[src/rtl/ir_fetch.sv]
// ir_fetch -- instruction fetch unit with a two-state request FSM.
//
// The unit fetches one instruction word at the current PC whenever the
// controller pulses `fetch` while idle. It then holds a memory read request
// until the memory acknowledges. On that acknowledge the word is latched into
// the instruction register (IR) and the PC advances by 4, wrapping at 2^32.
// The decoded IR fields are plain combinational slices of the IR.
//
// Optional feature (macro IF_TIMEOUT_EN):
//   When the macro is defined, a 4-bit counter watches for request cycles
//   that get no acknowledge. On the 16th such cycle the request is abandoned
//   and the sticky bus_err flag is set. The flag is cleared by reset or by
//   the next accepted fetch. When the macro is undefined, a request waits
//   indefinitely and bus_err is tied low.
//
// Ports:
//   clk        in   rising-edge clock
//   rst        in   synchronous reset, active low
//   fetch      in   request a fetch at the current PC (ignored while busy)
//   pc_wr      in   load pc_next into PC (honoured only while idle)
//   pc_next    in   [31:0] new PC; bits [1:0] are forced to zero
//   mem_req    out  memory read request
//   mem_addr   out  [31:0] read address (= pc)
//   mem_ack    in   read data valid this cycle
//   mem_rdata  in   [31:0] instruction word
//   pc         out  [31:0] current PC
//   inst       out  [31:0] instruction register
//   op/rs/rt/rd/shamt/funct  out  IR fields [31:26]/[25:21]/[20:16]/[15:11]/[10:6]/[5:0]
//   imm_16     out  [15:0] IR[15:0]
//   ir_valid   out  one-cycle pulse after the IR has been loaded
//   busy       out  a fetch is outstanding
//   bus_err    out  sticky fetch-timeout flag
module ir_fetch #(
    parameter logic [31:0] RESET_PC = 32'h0000_0000
) (
    input  logic        clk,
    input  logic        rst,
    input  logic        fetch,
    input  logic        pc_wr,
    input  logic [31:0] pc_next,
    output logic        mem_req,
    output logic [31:0] mem_addr,
    input  logic        mem_ack,
    input  logic [31:0] mem_rdata,
    output logic [31:0] pc,
    output logic [31:0] inst,
    output logic [5:0]  op,
    output logic [4:0]  rs,
    output logic [4:0]  rt,
    output logic [4:0]  rd,
    output logic [4:0]  shamt,
    output logic [5:0]  funct,
    output logic [15:0] imm_16,
    output logic        ir_valid,
    output logic        busy,
    output logic        bus_err
);

    localparam logic [0:0] ST_IDLE = 1'b0;
    localparam logic [0:0] ST_REQ  = 1'b1;

    // PCs are always word aligned; the mask is also applied to RESET_PC.
    localparam logic [31:0] WORD_MASK = 32'hFFFF_FFFC;

    logic [0:0]  state_reg;
    logic [31:0] pc_reg;
    logic [31:0] ir_reg;
    logic        ir_valid_reg;

`ifdef IF_TIMEOUT_EN
    logic [3:0]  timeout_cnt_reg;
    logic        bus_err_reg;
`endif

    always_ff @(posedge clk) begin
        if (!rst) begin
            state_reg       <= ST_IDLE;
            pc_reg          <= RESET_PC & WORD_MASK;
            ir_reg          <= 32'h0;
            ir_valid_reg    <= 1'b0;
`ifdef IF_TIMEOUT_EN
            timeout_cnt_reg <= 4'h0;
            bus_err_reg     <= 1'b0;
`endif
        end else begin
            ir_valid_reg <= 1'b0;
            case (state_reg)
                ST_IDLE: begin
                    // A PC load and a fetch in the same cycle are both
                    // honoured. The request starts next cycle from pc_reg,
                    // so it naturally uses the freshly loaded value.
                    if (pc_wr) begin
                        pc_reg <= pc_next & WORD_MASK;
                    end
                    if (fetch) begin
                        state_reg       <= ST_REQ;
`ifdef IF_TIMEOUT_EN
                        timeout_cnt_reg <= 4'h0;
                        bus_err_reg     <= 1'b0;
`endif
                    end
                end
                ST_REQ: begin
                    if (mem_ack) begin
                        ir_reg       <= mem_rdata;
                        pc_reg       <= pc_reg + 32'd4;
                        ir_valid_reg <= 1'b1;
                        state_reg    <= ST_IDLE;
                    end else begin
`ifdef IF_TIMEOUT_EN
                        // A count of 15 means this is the 16th unanswered
                        // cycle. Give up and leave PC and IR untouched.
                        if (timeout_cnt_reg == 4'hF) begin
                            state_reg       <= ST_IDLE;
                            bus_err_reg     <= 1'b1;
                            timeout_cnt_reg <= 4'h0;
                        end else begin
                            timeout_cnt_reg <= timeout_cnt_reg + 4'h1;
                        end
`endif
                    end
                end
                default: state_reg <= ST_IDLE;
            endcase
        end
    end

    assign mem_req  = (state_reg == ST_REQ);
    assign busy     = (state_reg == ST_REQ);
    assign mem_addr = pc_reg;
    assign pc       = pc_reg;
    assign inst     = ir_reg;
    assign ir_valid = ir_valid_reg;

    assign op     = ir_reg[31:26];
    assign rs     = ir_reg[25:21];
    assign rt     = ir_reg[20:16];
    assign rd     = ir_reg[15:11];
    assign shamt  = ir_reg[10:6];
    assign funct  = ir_reg[5:0];
    assign imm_16 = ir_reg[15:0];

`ifdef IF_TIMEOUT_EN
    assign bus_err = bus_err_reg;
`else
    assign bus_err = 1'b0;
`endif

endmodule

[config.mk]
export PLATFORM = sky130hd
export DESIGN_NAME = ir_fetch
export DESIGN_NICKNAME = d
export VERILOG_FILES = /design/src/rtl/ir_fetch.sv
export SDC_FILE = /design/constraint.sdc
export NUM_CORES = 1
export LEC_CHECK = 0
export BUFFER_PORTS_ARGS = -buffer_cell sky130_fd_sc_hd__buf_2
export CORE_MARGIN = 8
export CORE_UTILIZATION = 38
export CTS_CLUSTER_SIZE = 14
export DETAILED_ROUTE_END_ITERATION = 8
export PLACE_DENSITY = 0.71
export SYNTH_ARGS = -nofsm -noshare
export SYNTH_HDL_FRONTEND = slang
export SYNTH_SLANG_ARGS = --single-unit
[constraint.sdc]
create_clock -name clk -period 3.9 [get_ports clk]
set_clock_uncertainty 0.2 [all_clocks]
set_input_delay 0.78 -clock clk [delete_from_list [all_inputs] [get_ports clk]]
set_output_delay 0.78 -clock clk [all_outputs]
set_load 0.02 [all_outputs]
# Yosys cells after proc, flatten, opt, wreduce, memory -nomap -nowiden
# Index checks and enable logic that the tools add are counted.
totals:
  ff_bits: 66
  input_bits: 69
  word_cells: 18
classes:
  n_addsub: 1
  eq_ne: 2
  mux: 7
  n_bitwise: 1
  reduce_logical: 3
ops:
  columns: ["cell", "n"]
  rows:
  - ["two-way mux 32 bit", 2]
  - ["case mux 32 bit (2 select lines)", 1]
  - ["adder 32 x 3 -> 32 bit, second input constant", 1]
  - ["AND reduction 2 bit", 3]
  - ["inequality test 2 bit, second input constant", 2]
  - ["two-way mux 1 bit", 3]
  - ["case mux 1 bit (2 select lines)", 1]
  - ["inverter 1 bit", 1]

# Logic depth before layout (Yosys ltp)
logic_depth:
  word_depth: 3
  depth_mapped: 7

# Worst setup path after synthesis
# OpenSTA, ideal clock, no wires.
synth_timing:
  path_type: "reg-to-reg"
  start: "register pc_reg[9], in the netlist mem_addr[9]"
  end: "register pc_reg[21], in the netlist mem_addr[21]"
  setup_ps: 134
  arrival_time_ps: 1756
  required_time_ps: 3566
  slack_ps: 1810
  stages_incl_launch_ff: 6
  path_buffers: 0
  cell_sequence: "dfxtp_1 > nand4_1 > or3_1 > nor4_1 > mux2i_1 > o211ai_1"
synth_between:
  elab_chain_cells: 3
synth_lines:
  columns: ["item", "line_no", "rtl"]
  rows:
  - ["start: declaration", "66", "logic [31:0] pc_reg;"]
  - ["start signal: assignment", "78", "pc_reg <= RESET_PC & WORD_MASK;"]
  - ["start signal: assignment", "93", "pc_reg <= pc_next & WORD_MASK;"]
  - ["start signal: assignment", "106", "pc_reg <= pc_reg + 32'd4;"]
  - ["adder 32 x 3 -> 32 bit", "106", null]
  - ["two-way mux 32 bit", "104", "if (mem_ack) begin"]
  - ["case mux 32 bit (2 select lines)", "87", "case (state_reg)"]
# Every way passes these cells. The select of a mux whose other input is x is not followed.
# A chain may end at the register's enable or synchronous reset.

# Final worst setup path
layout_timing:
  start: "register state_reg, in the netlist busy"
  end: "register pc_reg[26], in the netlist mem_addr[26]"
layout_between:
  elab_chain_cells: 3
  word_cells_on_any_way: 5
  classes_between: "eq/ne: 2; mux: 1; bitwise: 1; reduce/logical: 1"
layout_lines:
  columns: ["item", "line_no", "rtl"]
  rows:
  - ["start: declaration", "65", "logic [0:0] state_reg;"]
  - ["start signal: assignment", "77", "state_reg <= ST_IDLE;"]
  - ["start signal: assignment", "96", "state_reg <= ST_REQ;"]
  - ["start signal: assignment", "108", "state_reg <= ST_IDLE;"]
  - ["inverter 1 bit", null, null]
  - ["inequality test 2 bit (no source line)", null, null]
  - ["AND reduction 2 bit (no source line)", null, null]
# Several ways; a longest one is shown, not always the timed one.

==> metrics.md <==
| Metric | Value |
|---|---|
| CP Max Fanout | `18` |
| Die ar. | `13100 µm²` |
| Number of global-route vias before repair | `3612` |
| Nets | `663` |
| Die X | `114 µm` |
| Post-synth EDFFs | `0` |
| Pleak | `2.08 nW` |
| Area grow syn2layout | `19.6%` |
| Die Height | `114 µm` |
| Core area | `9590 µm²` |
| Inserted Clock Buffers | `9` |
| Non-filler instance count after layout | `730` |
| Met2 WL post-DR | `5.76 mm` |
| Max cap viols | `0` |
| Rows | `36` |
| Gr usage total | `17.3%` |
| Setup TNS | `0 ns` |
| Unrepaired setup endpoints after global routing | `no` |
| Hold buffers post-CTS | `0` |
| Port bufs | `209` |
| Clk sinks | `64` |
| Vias | `3720` |
| CP Data Arrival Time | `2.74 ns` |
| M1 WL | `5.19 mm` |
| First-pass GRT wire length | `18.3 mm` |
| Synth top area cells | `dfxtp_1 (35%), buf_4 (17%), nand2_1 (9.9%), a21oi_1 (6.4%), a211oi_1 (2.9%)` |
| Minimum clock period | `2.68 ns` |
| Post-CTS setup buffers | `0` |
| Top Layer Used | `met4` |
| Clk_lat worst skew | `0.32 ns` |
| Status | `completed` |
| Max-slew headroom | `37.1%` |
| Post-cts resize count | `0` |
| Worst slew pin tran | `0.943 ns` |
| DRT Wirelength | `12.1 mm` |
| Synth Instances | `474` |
| Pwr dens | `378 nW/µm²` |
| Syn. warnings | `0` |
| Cells after DPL | `715` |
| Area leader, netlist | `dfxtp_1` |
| Achievable Freq | `373 MHz` |
| DRC | `0` |
| Final setup vio count | `0` |
| Detailed placement HPWL | `9.31 mm` |
| Syn avg cell area | `7.74 µm²` |
| Worst Hold Class | `reg2reg` |
| Required @ worst endpoint | `3.96 ns` |
| Synth unique cells | `52` |
| Reg2Reg Setup Slack | `1.22 ns` |
| DRT Pass-1 Iters | `4` |
| Post-synthesis register bit count | `64` |
| Total power | `1.66 mW` |
| Post-synthesis sequential area ratio | `34.9%` |
| CTS Buffer Depth | `2` |
| Main synth FF type | `dfxtp_1` |
| Total grt overflow | `0` |
| TritonCTS clock tree | `yes` |
| CP startpoint kind | `register` |
| Detail Route Antenna Nets | `0` |
| CTS root buf | `clkbuf_8` |
| DR WL met3 | `983 µm` |
| CP endpoint kind | `register` |
| Cell Area, Synth | `3670 µm²` |
| Post-route cell area | `4390 µm²` |
| Placer Congestion | `0.874` |
| Initial core utilization | `38.3%` |
| DR WL/cell | `16.5 µm` |
| H-tree levels | `3` |
| Initial DRC count | `225` |
| Ant diodes | `0` |
| Drt via density | `5.10` |
| Worst Hold Margin | `0.269 ns` |
| I/O Pins | `217` |
| Synth top area share | `34.9%` |
| Max FFs per register | `32` |
| Crit path kind | `reg2reg` |
| Layout cell share with drive strength beyond 1 | `40.2%` |
| Tcrit/Tclk final | `68.7%` |
| Slew Viols, Final | `0` |
| Final hold vios | `0` |
| Async SR Flop Fraction | `0%` |
| Worst-path clk slew | `0.07 ns` |
| DP Area | `4210 µm²` |
| Antenna violations before repair | `0` |
| Max VDD drop | `222 µV` |
| Largest net degree at the start of global routing | `49` |
-- worst max-delay path, cell delays in order, from the launching register on --
cell      delay (ns)
dfxtp_1         0.49
buf_4           0.31
nand2b_1        0.60
nand2_1         0.51
a41o_1          0.38
a21oi_1         0.13
-- cells by family after synthesis --
group           synth area share, %
compound gates                 18.7
xor+xnor                      0.477
fa+ha+maj                     0.341
buf+inv                        20.5
flops                          34.9
mux                            1.67
other cells                   0.102
simple gates                   23.3
-- cells in the final DEF (no fill, tap or decap), types with 2 or more instances in the layout --
cell type and n:
a21oi_1 47, buf_2 209, nand2_1 96, a211oi_1 14, nor3_1 12, buf_4 4
o22ai_1 2, conb_1 5, o211ai_1 4, o221ai_1 2, inv_1 6, a311oi_1 7
nand4_1 9, nor3_2 2, o21ai_0 17, o32ai_1 2, and3_1 3, a22oi_1 3
clkbuf_8 9, nor4_1 3, nand3_1 14, nor2_1 17, dfxtp_1 64, nand2b_1 2
xnor2_1 2, mux2i_1 5, or3_1 3, nand4_4 2, clkinvlp_4 2, nor4_2 2
-- stage by stage --
step / util (%) / setup WS [ns]
after floorplan: - / 1.81
after global placement: 43.8 / 1.15
after detailed placement: 43.8 / 1.12
after CTS: 45.8 / 1.24
after global routing: 45.8 / 1.07
final: 45.8 / 1.22
-- cells in the mapped netlist (2+ instances only) --
cell	number
or3_1	3
nand4_1	9
o221ai_1	2
o211ai_1	4
o32ai_1	2
buf_4	84
buf_2	2
and3_1	3
o21ai_0	17
a211oi_1	14
xnor2_1	2
nand2_1	97
buf_1	5
nand3_1	14
nor4_2	2
a311oi_1	7
a21oi_1	47
clkbuf_1	18
o22ai_1	2
a22oi_1	3
nor2_1	17
mux2i_1	5
and2_1	2
nand2b_1	2
nand4_4	2
nor4_1	3
dfxtp_1	64
nor3_2	2
inv_1	6
nor3_1	12
-- area by class of cell --
type	count	area [µm²]
clock buffer	10	128
multi-input combinational	298	1660
inverter	7	26.3
timing repair buffer	213	1080
sequential	64	1280
tap	133	166
fill	984	5200
clock inverter	5	58.8
-- report_power, final --
group          switching [mW]  internal (mW)  leakage, nW
registers              0.0589          0.692        0.524
logic                   0.234          0.125         1.47
clock network           0.256          0.292       0.0883
total                   0.550           1.11         2.08
-- per-layer routing --
| layer | track usage [%] | up-vias |
|---|---|---|
| met5 | 0 | - |
| met4 | 5.24 | 0 |
| met3 | 5.12 | 10 |
| met2 | 29.3 | 182 |
| met1 | 20.6 | 1714 |
| li1 | - | 1814 |
-- worst paths after layout --
path | to | from | cells past startpoint
setup / recovery | mem_addr[26] | busy | 5
hold / removal | inst[17] | inst[17] | 2
setup reg to reg | mem_addr[26] | busy | 5
hold reg to reg | inst[17] | inst[17] | 2
Power figures use the tool's default switching activity.
